File: config.mk
export PLATFORM = sky130hd
export DESIGN_NAME = sha_auth_loader
export DESIGN_NICKNAME = d
export VERILOG_FILES = /design/src/rtl/sha_auth_pkg.sv /design/src/rtl/sha_auth_timer.sv /design/src/rtl/sha_auth_loader.sv
export SDC_FILE = /design/constraint.sdc
export NUM_CORES = 1
export LEC_CHECK = 0
export ABC_AREA = 1
export BUFFER_PORTS_ARGS = -buffer_cell sky130_fd_sc_hd__buf_2
export CORE_MARGIN = 5
export CORE_UTILIZATION = 49
export DETAILED_ROUTE_END_ITERATION = 8
export PLACE_DENSITY = 0.91
export SLEW_MARGIN = 20
export SYNTH_ARGS = -nofsm -noshare
export SYNTH_HDL_FRONTEND = slang
export SYNTH_SLANG_ARGS = --single-unit
File: constraint.sdc
create_clock -name clk -period 1.9 [get_ports clk]
set_input_delay 0.38 -clock clk [delete_from_list [all_inputs] [get_ports clk]]
set_output_delay 0.38 -clock clk [all_outputs]
set_load 0.05 [all_outputs]
File: src/rtl/sha_auth_pkg.sv
// Shared types and sizes for the SHA authentication loader.
// Build option: SHA_AUTH_LOCKOUT_EN enables the failed-attempt lockout.
package sha_auth_pkg;

    typedef enum logic [2:0] {
        S_IDLE,
        S_LOAD_BLK,
        S_LOAD_DIG,
        S_INIT,
        S_WAIT,
        S_DONE
    } state_e;

    localparam int unsigned BLOCK_WORDS  = 8;
    localparam int unsigned DIGEST_WORDS = 8;

endpackage

File: src/rtl/sha_auth_timer.sv
// Loadable down-counter with zero flag; paces the hash compute window.
// Build option: none (see SHA_AUTH_LOCKOUT_EN in the top).
module sha_auth_timer #(
    parameter int unsigned W = 7
) (
    input  logic         clk,
    input  logic         reset,
    input  logic         load_i,
    input  logic [W-1:0] load_val_i,
    input  logic         en_i,
    output logic         zero_o
);

    logic [W-1:0] cnt_q, cnt_d;

    // Load wins over counting; the counter parks at zero.
    always_comb begin
        cnt_d = cnt_q;
        if (load_i) begin
            cnt_d = load_val_i;
        end else if (en_i && (cnt_q != '0)) begin
            cnt_d = cnt_q - W'(1);
        end
    end

    // Counter register with synchronous reset.
    always_ff @(posedge clk) begin
        if (reset) begin
            cnt_q <= '0;
        end else begin
            cnt_q <= cnt_d;
        end
    end

    assign zero_o = (cnt_q == '0);

endmodule

File: src/rtl/sha_auth_loader.sv
// Streams block + expected digest into the SHA authenticator and reports pass/fail.
// Build option: define SHA_AUTH_LOCKOUT_EN to lock out after MAX_FAILS failures.
module sha_auth_loader
    import sha_auth_pkg::*;
#(
    parameter int unsigned WAIT_CYCLES = 80
`ifdef SHA_AUTH_LOCKOUT_EN
    ,
    parameter int unsigned MAX_FAILS = 3
`endif
) (
    input  logic        clk,
    input  logic        reset,
    input  logic        start,
    input  logic        abort,
    input  logic        in_valid,
    output logic        in_ready,
    input  logic [31:0] in_data,
    output logic        sha_cs,
    output logic        sha_we,
    output logic        sha_wc,
    output logic [2:0]  sha_address,
    output logic [31:0] sha_write_data,
    input  logic        sha_digest_valid,
    output logic        busy,
    output logic        done,
    output logic        auth_pass,
    output logic        auth_fail,
    output logic        locked
);

    localparam int unsigned TW = $clog2(WAIT_CYCLES);
    localparam logic [TW-1:0] WAIT_LOAD = TW'(WAIT_CYCLES - 1);
    localparam logic [3:0] BLK_LAST = 4'(BLOCK_WORDS - 1);
    localparam logic [3:0] DIG_LAST = 4'(DIGEST_WORDS - 1);

    state_e      state_q, state_d;
    logic [3:0]  cnt_q, cnt_d;
    logic        rdy_q, rdy_d;
    logic        cs_q, cs_d;
    logic        we_q, we_d;
    logic        wc_q, wc_d;
    logic [2:0]  addr_q, addr_d;
    logic [31:0] wdata_q, wdata_d;
    logic        busy_q, busy_d;
    logic        done_q, done_d;
    logic        pass_q, pass_d;
    logic        fail_q, fail_d;
    logic        tmr_load, tmr_en, tmr_zero;
    logic        locked_lvl;
    logic        xfer;
    logic        judge;

    assign xfer  = in_valid && rdy_q;
    assign judge = (state_q == S_WAIT) && tmr_zero && !abort;

    sha_auth_timer #(
        .W(TW)
    ) u_timer (
        .clk        (clk),
        .reset      (reset),
        .load_i     (tmr_load),
        .load_val_i (WAIT_LOAD),
        .en_i       (tmr_en),
        .zero_o     (tmr_zero)
    );

    // Next-state and registered-output logic; abort overrides everything.
    always_comb begin
        state_d  = state_q;
        cnt_d    = cnt_q;
        cs_d     = 1'b0;
        we_d     = 1'b0;
        wc_d     = wc_q;
        addr_d   = addr_q;
        wdata_d  = wdata_q;
        done_d   = 1'b0;
        pass_d   = pass_q;
        fail_d   = fail_q;
        tmr_load = 1'b0;
        tmr_en   = 1'b0;
        unique case (state_q)
            S_IDLE: begin
                if (start && !locked_lvl) begin
                    state_d = S_LOAD_BLK;
                    cnt_d   = '0;
                    pass_d  = 1'b0;
                    fail_d  = 1'b0;
                end
            end
            S_LOAD_BLK, S_LOAD_DIG: begin
                if (xfer) begin
                    we_d    = 1'b1;
                    wc_d    = (state_q == S_LOAD_BLK);
                    addr_d  = cnt_q[2:0];
                    wdata_d = in_data;
                    if (state_q == S_LOAD_BLK && cnt_q == BLK_LAST) begin
                        cnt_d   = '0;
                        state_d = S_LOAD_DIG;
                    end else if (state_q == S_LOAD_DIG && cnt_q == DIG_LAST) begin
                        cnt_d   = '0;
                        state_d = S_INIT;
                    end else begin
                        cnt_d = cnt_q + 4'd1;
                    end
                end
            end
            S_INIT: begin
                cs_d     = 1'b1;
                tmr_load = 1'b1;
                state_d  = S_WAIT;
            end
            S_WAIT: begin
                if (tmr_zero) begin
                    pass_d  = sha_digest_valid;
                    fail_d  = !sha_digest_valid;
                    state_d = S_DONE;
                end else begin
                    tmr_en = 1'b1;
                end
            end
            S_DONE: begin
                done_d  = 1'b1;
                state_d = S_IDLE;
            end
            default: state_d = S_IDLE;
        endcase
        if (abort) begin
            state_d  = S_IDLE;
            cs_d     = 1'b0;
            we_d     = 1'b0;
            wc_d     = wc_q;
            addr_d   = addr_q;
            wdata_d  = wdata_q;
            done_d   = 1'b0;
            pass_d   = pass_q;
            fail_d   = fail_q;
            tmr_load = 1'b0;
            tmr_en   = 1'b0;
        end
        rdy_d  = (state_d == S_LOAD_BLK) || (state_d == S_LOAD_DIG);
        busy_d = (state_d != S_IDLE) && (state_d != S_DONE);
    end

    // State and output registers; reset clears every output.
    always_ff @(posedge clk) begin
        if (reset) begin
            state_q <= S_IDLE;
            cnt_q   <= '0;
            rdy_q   <= 1'b0;
            cs_q    <= 1'b0;
            we_q    <= 1'b0;
            wc_q    <= 1'b0;
            addr_q  <= '0;
            wdata_q <= '0;
            busy_q  <= 1'b0;
            done_q  <= 1'b0;
            pass_q  <= 1'b0;
            fail_q  <= 1'b0;
        end else begin
            state_q <= state_d;
            cnt_q   <= cnt_d;
            rdy_q   <= rdy_d;
            cs_q    <= cs_d;
            we_q    <= we_d;
            wc_q    <= wc_d;
            addr_q  <= addr_d;
            wdata_q <= wdata_d;
            busy_q  <= busy_d;
            done_q  <= done_d;
            pass_q  <= pass_d;
            fail_q  <= fail_d;
        end
    end

`ifdef SHA_AUTH_LOCKOUT_EN
    localparam int unsigned FW = $clog2(MAX_FAILS + 1);
    localparam logic [FW-1:0] FAIL_MAX = FW'(MAX_FAILS);

    logic [FW-1:0] fails_q, fails_d;
    logic          locked_q, locked_d;

    // Saturating consecutive-failure count; a pass clears it.
    always_comb begin
        fails_d  = fails_q;
        locked_d = locked_q;
        if (judge) begin
            if (sha_digest_valid) begin
                fails_d = '0;
            end else if (fails_q != FAIL_MAX) begin
                fails_d = fails_q + FW'(1);
            end
        end
        if (fails_d == FAIL_MAX) begin
            locked_d = 1'b1;
        end
    end

    // Lockout registers; only reset releases the lock.
    always_ff @(posedge clk) begin
        if (reset) begin
            fails_q  <= '0;
            locked_q <= 1'b0;
        end else begin
            fails_q  <= fails_d;
            locked_q <= locked_d;
        end
    end

    assign locked_lvl = locked_q;
`else
    logic unused_judge;
    assign unused_judge = judge;
    assign locked_lvl   = 1'b0;
`endif

    assign in_ready       = rdy_q;
    assign sha_cs         = cs_q;
    assign sha_we         = we_q;
    assign sha_wc         = wc_q;
    assign sha_address    = addr_q;
    assign sha_write_data = wdata_q;
    assign busy           = busy_q;
    assign done           = done_q;
    assign auth_pass      = pass_q;
    assign auth_fail      = fail_q;
    assign locked         = locked_lvl;

endmodule

After elaboration in Yosys (flattened, before gate mapping)
Index checks and enable logic that the tools add are counted.
Cells by class
  reduce and logical (&&, ||, !) cells: 21
  equal/unequal tests: 12
  bitwise gates (word level): 2
  add/subtract/negate cells: 2
  muxes and demuxes: 26
Operators with widths (count)
  $mux W3: 6
  $mux W4: 4
  $mux W7: 2
  $pmux W3 S4: 1
  $mux W1: 10
  $eq A3 B2 Y1 const B: 3
  $pmux W4 S2: 1
  $logic_not A7 Y1: 1
  $reduce_bool A7 Y1: 1
  $sub A7 B1 Y7 const B: 1
  $eq A3 B1 Y1 const B: 2
  $eq A3 B3 Y1 const B: 2
  $ne A2 B2 Y1 const B: 3
  $reduce_and A3 Y1: 2
  $reduce_bool A2 Y1: 3
  $reduce_or A2 Y1: 3
  $logic_and A1 B1 Y1: 5
  $add A4 B1 Y4 const B: 1
  $eq A4 B3 Y1 const B: 1
  $pmux W1 S2: 2
  $reduce_and A4 Y1: 1
  $logic_not A3 Y1: 1
  $ne A3 B3 Y1 const B: 1
  $reduce_bool A3 Y1: 1
  other kinds (4): 5
Storage, ports and cells
  register bits: 57
  output and inout bits: 44
  bits of input ports: 38

Depth between registers and ports, before layout
Gate-level depths: netlist of run 1.
  word-level depth: 9
  mapped depth: 12
  gate-level depth less buffers: 12

Hierarchy
A second synthesis of run 1 with hierarchy kept.
Second synthesis, totals
  cell total of the unflattened synthesis: 350
  area total of the unflattened synthesis: 2491.1 um^2
Modules (own cells, without submodules)
  sha_auth_loader: instances 1, sequential area each 1001.0 um^2, cells an instance 258, area an instance 1960.6 um^2
  sha_auth_timer: instances 1, sequential area each 140.1 um^2, cells an instance 92, area an instance 530.5 um^2

Least setup slack after synthesis of run 1
No wires, ideal clock.
  path kind: flip-flop to flip-flop
  start point: reg rdy_q (netlist: in_ready)
  end point: reg busy_q (netlist: busy)
  arrival time: 1397 ps
  stages on the path, launching flop included: 12
  setup slack: 389 ps
  period minus slack after synthesis: 1511 ps
  setup time: 114 ps
  cells stage by stage: dfxtp_1 nand2_1 inv_1 nand3_1 nand2_1 inv_1 nand2_1 nand2_1 nand2_1 nand2_1 nand2_1 nand2_1
On the way
  longest elaborated chain between the ends: 6
  elaborated cells between the ends (all ways): 7
RTL lines
  start: declaration: RTL line sha_auth_loader.sv:39  | logic rdy_q, rdy_d;
  start signal: assignment: RTL line sha_auth_loader.sv:163  | rdy_q <= rdy_d;
  $logic_and A1 B1 Y1 *: RTL line sha_auth_loader.sv:54  | assign xfer = in_valid && rdy_q;
  $mux W3 *: RTL line sha_auth_loader.sv:92  | if (xfer) begin
  $pmux W3 S4 *: RTL line sha_auth_loader.sv:82  | unique case (state_q)
  $mux W3 *: RTL line sha_auth_loader.sv:128  | if (abort) begin
  $ne A3 B3 Y1 / $reduce_bool A3 Y1 (equally long branches): RTL line sha_auth_loader.sv:142  | busy_d = (state_d != S_IDLE) && (state_d != S_DONE);
  $logic_and A1 B1 Y1 *: RTL line sha_auth_loader.sv:142
  end signal: assignment: RTL line sha_auth_loader.sv:169  | busy_q <= busy_d;
  end: declaration: RTL line sha_auth_loader.sv:45  | logic busy_q, busy_d;
Mark *: on every way between the ends. The rest lies on a longest branch, timed or not.
A chain may end at the register's enable or synchronous reset.

Worst setup path after layout of run 1
  start point: reg u_timer.cnt_q[0]
  end point: reg busy_q (netlist: busy)
On the way
  longest elaborated chain between the ends: 6
  elaborated cells between the ends (all ways): 7
RTL lines
  start: declaration: RTL line sha_auth_timer.sv:14  | logic [W-1:0] cnt_q, cnt_d;
  start signal: assignment: RTL line sha_auth_timer.sv:31  | cnt_q <= cnt_d;
  $logic_not A7 Y1 *: RTL line sha_auth_timer.sv:35  | assign zero_o = (cnt_q == '0);
  $mux W3 *: RTL line sha_auth_loader.sv:114  | if (tmr_zero) begin
  $pmux W3 S4 *: RTL line sha_auth_loader.sv:82
  $mux W3 *: RTL line sha_auth_loader.sv:128
  $ne A3 B3 Y1 / $reduce_bool A3 Y1 (equally long branches): RTL line sha_auth_loader.sv:142
  $logic_and A1 B1 Y1 *: RTL line sha_auth_loader.sv:142
Marks and branches as above.

==> qor.csv, run 1 <==
metric,value,unit
Leak,0.00136,µW
row count,24,
number of I/O port buffers,80,
hpwl dp,3790,µm
syn nets,343,
Netlist cell types,32,
clock slew at reported path FFs,0.06,ns
Fillers,384,
sequential share of the synthesized area,0.498,
Critical Path Slowest Stage Cell,dfxtp_1,
detailed-route vias per instance,5.00,
CP dominant cell by count,nand2_1,
fraction of layout cells with a size suffix above 1,0.284,
DRC,0,
VDD IR max,0.000404,V
Crit Path Class,flip-flop to flip-flop,
PwrDens,779,mW/mm²
Synth warnings,0,
status,finished clean,
Worst setup EP type,flip-flop,
dpl cells,425,
routed via count,2194,
Die Ht,78.4,µm
min cycle time layout,1.67,ns
Final nets,424,
Die X,78.4,µm
"Cell Count, Final, Fillers Out",439,
IO Count,82,
Initial Util,0.516,
number of buffers created by CTS,9,
HP Class,primary input to flip-flop,
max cap viols,0,
area of the multi-input gates,996,µm²
post-CTS setup buffers,0,
Congestion Overflow GR,0,
post-cts sizing count,0,
number of global-route vias before repair,2018,
later-pin clock latency in the skew report,0.32,ns
crit share post-route,0.877,
CP peak stage delay,0.32,ns
Tot GR Track Use,0.178,
startpoint types,flip-flop,
clock skew,0.00885,ns
final core occ,0.645,
initial antenna violation count,0,
Routed Antenna Nets,0,
largest net degree at the start of global routing,38,
gp weighted congestion,0.807,
Tot Pwr,2230,µW
Final Hold Viols,0,
fmax,600,MHz
1st-iter DRT viols,133,
global-route wire length before repair,8800,µm
Post-Syn Area,0.00229,mm²
ANT cells,0,
Worst R2R Setup Slack,0.23,ns
Clock Path Buffers,2,
Pins Over Slew Limit,0,
Final TNS setup,0,ns
Worst Path Required,2.12,ns
register bit total from synthesis,57,
area delta synth->final,24.9,%
arrival time worst endpoint,1.88,ns
WHS,0.295,ns
critical-path maximum fanout,5,
Core Area,0.00444,mm²
drt total wl,5240,µm
die area,0.00615,mm²
CTS tree,built,
drt wl/cell,11.9,µm
CTS Hold Buffers Added,0,
syn avg cell area,7.57,µm²
synthesized instance count,303,
drt pass-1 iters,4,
H-tree depth,3,
register area,0.00114,mm²
clock sinks,57,
RSZ-0062 raised after global routing,no,
crit-path cells,inv_1 > ha_1 > nand2_1 > nor2_1 > a21oi_2 > nand2_1 > nand2_1 > nand2_1 > nand2_1 > nand2_1,
Root Driver,clkbuf_8,
endpoints failing setup,0,
## path summary, 6_finish.rpt
path                                      start                          end  cells past startpoint
hold reg to reg     sha_address[1]$_SDFFE_PP0P_  sha_address[1]$_SDFFE_PP0P_                      2
hold / removal                            abort              done$_SDFF_PP0_                      2
setup / recovery  u_timer.cnt_q[0]$_SDFFE_PP0P_              busy$_SDFF_PP0_                     10
setup reg to reg  u_timer.cnt_q[0]$_SDFFE_PP0P_              busy$_SDFF_PP0_                     10
## cells in the mapped netlist
cell type,instances,area (µm²)
o21ai_0,38,190
buf_1,1,3.75
nand3b_1,1,7.51
inv_2,3,11.3
nand3_1,12,60.1
nor4_1,1,6.26
o21ai_1,3,15.0
nand2_4,1,11.3
clkbuf_1,5,18.8
nor2_2,1,6.26
nand4_2,1,12.5
o22ai_1,1,6.26
nor2_4,1,11.3
nand2_1,34,128
buf_6,3,33.8
nand3_2,2,20.0
inv_4,1,6.26
nor2_1,91,342
conb_1,1,3.75
o21ai_2,1,8.76
inv_1,16,60.1
ha_1,2,25.0
nand3_4,1,17.5
buf_4,1,7.51
a31oi_1,2,12.5
a21oi_1,11,55.1
nor3b_1,1,7.51
xor2_1,2,17.5
a21oi_2,2,17.5
clkbuf_2,3,15.0
nor3_1,3,15.0
dfxtp_1,57,1140
## placed cells by master (no fill, tap or decap), types with 2 or more instances in the layout
cell      netlist  final
clkinv_2        0      3
dfxtp_1        57     57
nor2_1         91     91
buf_4           1      2
nand2_1        34     34
o21ai_0        38     38
clkbuf_8        0      9
nand3_1        12     12
a31oi_1         2      2
a21oi_1        11     11
inv_2           3      3
xor2_1          2      2
inv_1          16     16
ha_1            2      2
nand3_2         2      2
buf_2           0     80
a21oi_2         2      2
o21ai_1         3      3
nor3_1          3      3
## routing by layer
| metal | vias up | global-route usage | wire length, µm |
|---|---|---|---|
| met5 | - | 0 | 0 |
| met4 | 0 | 0.0734 | 26 |
| met3 | 4 | 0.0584 | 493 |
| met2 | 83 | 0.300 | 2480 |
| met1 | 975 | 0.209 | 2250 |
| li1 | 1132 | - | - |
## cell type report
type	count	area share
clock buffer	10	0.0445
clock inverter	4	0.00786
inverter	20	0.0271
multi-input combinational	213	0.348
sequential	57	0.398
tap	52	0.0227
timing repair buffer	83	0.152
## logic make-up (layout without fill, tap and decap cells)
logic type	Yosys count	count (layout)	synth area share
simple gates	150	150	0.281
compound gates	58	58	0.133
flops	57	57	0.498
buf+inv	33	117	0.0682
fa+ha+maj	2	2	0.0109
xor+xnor	2	2	0.00764
other cells	1	1	0.00164
## power by group
| part | internal [µW] | leakage, µW | switching, µW |
|---|---|---|---|
| clock | 450 | 0.0000778 | 433 |
| sequential | 1200 | 0.000460 | 5.53 |
| combinational | 55.4 | 0.000825 | 86.5 |
## registers in the layout (all words and copies together) (netlist names), 3 cells and up
signal,count
sha_write_data,32
u_timer.cnt_q,7
cnt_q,4
sha_address,3
state_q,3
## through the flow
step	worst slack, ns	instance area, µm²
after floorplan	0.389	2290
after global placement	0.395	2720
after detailed placement	0.268	2720
after CTS	0.238	2870
after global routing	0.0522	2870
final	0.235	2870
## worst max-delay path, delay by kind of cell, from the launching register on
kind	cells	cell delay, ns
AND/OR/NAND/NOR	7	0.68
flip-flops	1	0.32
adder cells (fa/ha/maj)	1	0.23
AO/OA/AOI/OAI	1	0.23
buffers and inverters	1	0.08
Power figures use the tool's default switching activity.
==> inputs of run 2 (changes only) <==
- CORE_UTILIZATION: 49 -> 35
- PLACE_DENSITY: 0.91 -> 0.72
==> qor.csv, run 2 (synthesis gave the netlist of run 1 again) <==
metric,value,unit,change
crit share post-route,0.854,,was 0.877
hpwl dp,4000,µm,was 3790 µm
Pins Over Slew Limit,0,,unchanged
Clock Path Buffers,2,,unchanged
Final nets,424,,unchanged
most frequent cells in the layout,"nor2_1 (91), buf_2 (80), dfxtp_1 (57)",,unchanged
Routed Antenna Nets,0,,unchanged
CTS Hold Buffers Added,0,,unchanged
clock slew at reported path FFs,0.06,ns,about the same
max cap viols,0,,unchanged
Final TNS setup,0,ns,unchanged
Initial Util,0.361,,was 0.516
largest net degree at the start of global routing,38,,unchanged
Fillers,673,,was 384
drt total wl,5490,µm,was 5240 µm
routed via count,2180,,"was 2,194"
fraction of layout cells with a size suffix above 1,0.288,,was 0.284
VDD IR max,0.000570,V,was 0.000404 V
clock skew,0.00756,ns,was 0.00885 ns
max FFs per register,32,,unchanged
die area,0.00827,mm²,was 0.00615 mm²
min cycle time layout,1.62,ns,was 1.67 ns
"commonest non-fill, non-tap cell in the layout",nor2_1,,unchanged
WHS,0.286,ns,was 0.295 ns
path depth of the worst reg2reg path,7,,was 10
row count,29,,was 24
HP Class,primary input to flip-flop,,unchanged
detailed-route vias per instance,4.68,,was 5.00
initial antenna violation count,0,,unchanged
Die X,91.0,µm,was 78.4 µm
Worst Path Required,2.16,ns,was 2.12 ns
global-route wire length before repair,9300,µm,was 8800 µm
later-pin clock latency in the skew report,0.33,ns,was 0.32 ns
fmax,617,MHz,was 600 MHz
status,finished clean,,unchanged
post-CTS setup buffers,0,,unchanged
endpoints failing setup,0,,unchanged
Root Driver,clkbuf_8,,unchanged
critical-path maximum fanout,37,,was 5
post-cts sizing count,0,,unchanged
drt pass-1 iters,4,,unchanged
hold depth,2,,unchanged
CTS tree,built,,unchanged
IO Count,82,,unchanged
area delta synth->final,28.4,%,was 24.9%
clock sinks,57,,unchanged
gp weighted congestion,0.823,,was 0.807
Die Ht,91.0,µm,was 78.4 µm
Worst R2R Setup Slack,0.28,ns,was 0.23 ns
arrival time worst endpoint,1.88,ns,about the same
Worst setup EP type,flip-flop,,unchanged
Tot Pwr,2550,µW,was 2230 µW
1st-iter DRT viols,71,,was 133
number of I/O port buffers,80,,unchanged
DRC,0,,unchanged
Tot GR Track Use,0.136,,was 0.178
startpoint types,flip-flop,,unchanged
number of buffers created by CTS,9,,unchanged
number of global-route vias before repair,2155,,"was 2,018"
Crit Path Class,flip-flop to flip-flop,,unchanged
Core Area,0.00635,mm²,was 0.00444 mm²
H-tree depth,3,,unchanged
ANT cells,0,,unchanged
Final Hold Viols,0,,unchanged
drt wl/cell,11.8,µm,was 11.9 µm
PwrDens,866,mW/mm²,was 779 mW/mm²
Congestion Overflow GR,0,,unchanged
RSZ-0062 raised after global routing,no,,unchanged
Leak,0.00139,µW,was 0.00136 µW
-- run 2: worst paths after layout --
check | startpoint | to
hold / removal | abort | done$_SDFF_PP0_
hold reg to reg | sha_write_data[19]$_SDFFE_PP0P_ | sha_write_data[19]$_SDFFE_PP0P_
setup / recovery | state_q[1]$_SDFF_PP0_ | sha_wc$_SDFFE_PP0P_
setup reg to reg | state_q[1]$_SDFF_PP0_ | sha_wc$_SDFFE_PP0P_
-- run 2: final cells by class --
type / count / area (µm²) / share of cell area
Inverter: 20 / 77.6 / 0.0263
Clock inverter: 6 / 82.6 / 0.0280
Timing Repair Buffer: 83 / 423 / 0.144
Tap cell: 77 / 96.3 / 0.0327
Clock buffer: 10 / 128 / 0.0433
Sequential cell: 57 / 1140 / 0.388
Multi-Input combinational cell: 213 / 996 / 0.338
-- run 2: stage by stage --
stage          setup slack [ns]  area, µm²  std cells  utilization
3_3_place_gp              0.313       2730        450        0.431
5_1_grt                   0.104       2940        466        0.464
2_1_floorplan             0.389       2290        303            -
3_5_place_dp              0.232       2730        450        0.431
6_report                  0.278       2940        466        0.464
4_1_cts                   0.242       2940        466        0.464
-- run 2: routing by layer --
layer / vias to the layer above / GRT usage / wire length [µm]
met3: 9 / 0.0446 / 358
li1: 1135 / - / -
met1: 971 / 0.159 / 2540
met2: 65 / 0.221 / 2510
met4: 0 / 0.0685 / 85
met5: - / 0 / 0
-- run 2: critical path: stages, from the launching register on --
cell and delay, ns:
dfxtp_1 0.37, inv_1 0.14, nand3_2 0.13, nand2_4 0.14
nand3_4 0.19, inv_4 0.35, o21ai_0 0.13, a21oi_1 0.12
-- run 2: report_power, final --
part,total (µW),switching [µW],leakage [µW],internal (µW)
clock,1200,473,0.000106,731
sequential,1210,5.56,0.000460,1200
combinational,138,85.4,0.000821,52.6
==> inputs of run 3 (changes only) <==
- CORE_UTILIZATION: 35 -> 41
- PLACE_DENSITY: 0.72 -> 0.8
==> qor.csv, run 3 (synthesis gave the netlist of run 1 again) <==
metric,value,unit,change
min cycle time layout,1.64,ns,was 1.62 ns
Pins Over Slew Limit,0,,unchanged
clock sinks,57,,unchanged
Seq pwr share,0.543,,was 0.474
clock skew,0.00613,ns,was 0.00756 ns
RSZ-0062 raised after global routing,no,,unchanged
HP Class,primary input to flip-flop,,unchanged
Routed Antenna Nets,0,,unchanged
drt total wl,5290,µm,was 5490 µm
number of buffers created by CTS,9,,unchanged
Crit Path Class,flip-flop to flip-flop,,unchanged
IO Count,82,,unchanged
CTS Hold Buffers Added,0,,unchanged
status,finished clean,,unchanged
Worst setup EP type,flip-flop,,unchanged
detailed-route vias per instance,4.67,,was 4.68
Leak,0.00136,µW,was 0.00139 µW
Worst R2R Setup Slack,0.26,ns,was 0.28 ns
number of I/O port buffers,80,,unchanged
"Cell Count, Final, Fillers Out",460,,was 466
endpoints failing setup,0,,unchanged
setup ws final,0.260,ns,was 0.278 ns
Congestion Overflow GR,0,,unchanged
DRC,0,,unchanged
post-cts sizing count,0,,unchanged
dpl cells,446,,was 450
Final nets,425,,was 424
Final Hold Viols,0,,unchanged
ANT cells,0,,unchanged
fmax,610,MHz,was 617 MHz
pre-CTS setup slack,0.251,ns,was 0.232 ns
Final TNS setup,0,ns,unchanged
Clk pwr share,0.394,,was 0.472
CTS tree,built,,unchanged
startpoint types,flip-flop,,unchanged
placed cell area,0.00274,mm²,was 0.00273 mm²
PwrDens,773,mW/mm²,was 866 mW/mm²
number of global-route vias before repair,2015,,"was 2,155"
crit share post-route,0.863,,was 0.854
Logic pwr share,0.063,,was 0.054
Root Driver,clkbuf_8,,unchanged
Die Ht,84.8,µm,was 91.0 µm
"commonest non-fill, non-tap cell in the layout",nor2_1,,unchanged
Core Area,0.00547,mm²,was 0.00635 mm²
Clock Path Buffers,2,,unchanged
arrival time worst endpoint,1.90,ns,was 1.88 ns
fraction of layout cells with a size suffix above 1,0.278,,was 0.288
max cap viols,0,,unchanged
switch share,0.230,,was 0.221
Worst Path Required,2.16,ns,about the same
drt pass-1 iters,4,,unchanged
max FFs per register,32,,unchanged
row count,27,,was 29
Tot GR Track Use,0.150,,was 0.136
hpwl dp,3850,µm,was 4000 µm
global-route wire length before repair,8720,µm,was 9300 µm
H-tree depth,3,,unchanged
clock slew at reported path FFs,0.06,ns,about the same
later-pin clock latency in the skew report,0.32,ns,was 0.33 ns
internal cell power,1710,µW,was 1990 µW
Die X,84.8,µm,was 91.0 µm
1st-iter DRT viols,67,,was 71
design area,0.00288,mm²,was 0.00294 mm²
largest net degree at the start of global routing,38,,unchanged
die area,0.00719,mm²,was 0.00827 mm²
drt wl/cell,11.5,µm,was 11.8 µm
final core occ,0.526,,was 0.464
most frequent cells in the layout,"nor2_1 (91), buf_2 (80), dfxtp_1 (57)",,unchanged
Initial Util,0.419,,was 0.361
gp weighted congestion,0.777,,was 0.823
critical-path maximum fanout,37,,unchanged
area delta synth->final,25.5,%,was 28.4%
VDD IR max,0.000412,V,was 0.000570 V
routed via count,2148,,"was 2,180"
Net Switching,511,µW,was 564 µW
post-CTS setup buffers,0,,unchanged
initial antenna violation count,0,,unchanged
[run 3: cell count changes in the layout (fill, tap and decap cells not counted), sizes merged]
cell,before,now
clkbuf,10,13
clkinv,3,1
buf,83,84
clkinvlp,1,0
bufinv,2,0
[run 3: cell type report]
cell class	instances	area [µm²]
sequential	57	1140
inverter	20	77.6
clock inverter	1	5.00
clock buffer	13	139
timing repair buffer	84	430
fill	566	2590
multi-input combinational	213	996
tap	72	90.1
[run 3: stage by stage]
stage	hold WS (ns)	total power, µW
floorplan	0.454	1320
global placement	0.462	1370
detailed placement	0.466	1370
CTS	0.279	2260
global route	0.300	2320
finish	0.292	2230
[run 3: power groups by stage]
stage / clock network, µW / logic, µW / registers [µW]
global placement: 0 / 139 / 1230
floorplan: 0 / 67.8 / 1250
detailed placement: 0 / 140 / 1230
global route: 955 / 157 / 1210
finish: 878 / 140 / 1210
CTS: 911 / 141 / 1210
[run 3: critical path, stage by stage (launching register included)]
cell,delay (ns)
dfxtp_1,0.33
inv_1,0.16
nand3_2,0.15
nand2_4,0.15
nand3_4,0.18
inv_4,0.34
o21ai_0,0.13
a21oi_1,0.12
[run 3: final timing paths]
kind / startpoint / endpoint / cells past startpoint
worst min-delay path: abort / done$_SDFF_PP0_ / 2
worst max register to register: state_q[2]$_SDFF_PP0_ / sha_wc$_SDFFE_PP0P_ / 7
worst min register to register: sha_address[0]$_SDFFE_PP0P_ / sha_address[0]$_SDFFE_PP0P_ / 2
worst max-delay path: state_q[2]$_SDFF_PP0_ / sha_wc$_SDFFE_PP0P_ / 7
[run 3: layer usage]
metal  up-vias  global-route usage  routed length [µm]
met5         -                   0                   0
li1       1134                   -                   -
met1       957               0.166                2290
met2        51               0.257                2600
met3         6              0.0481                 335
met4         0              0.0734                  64
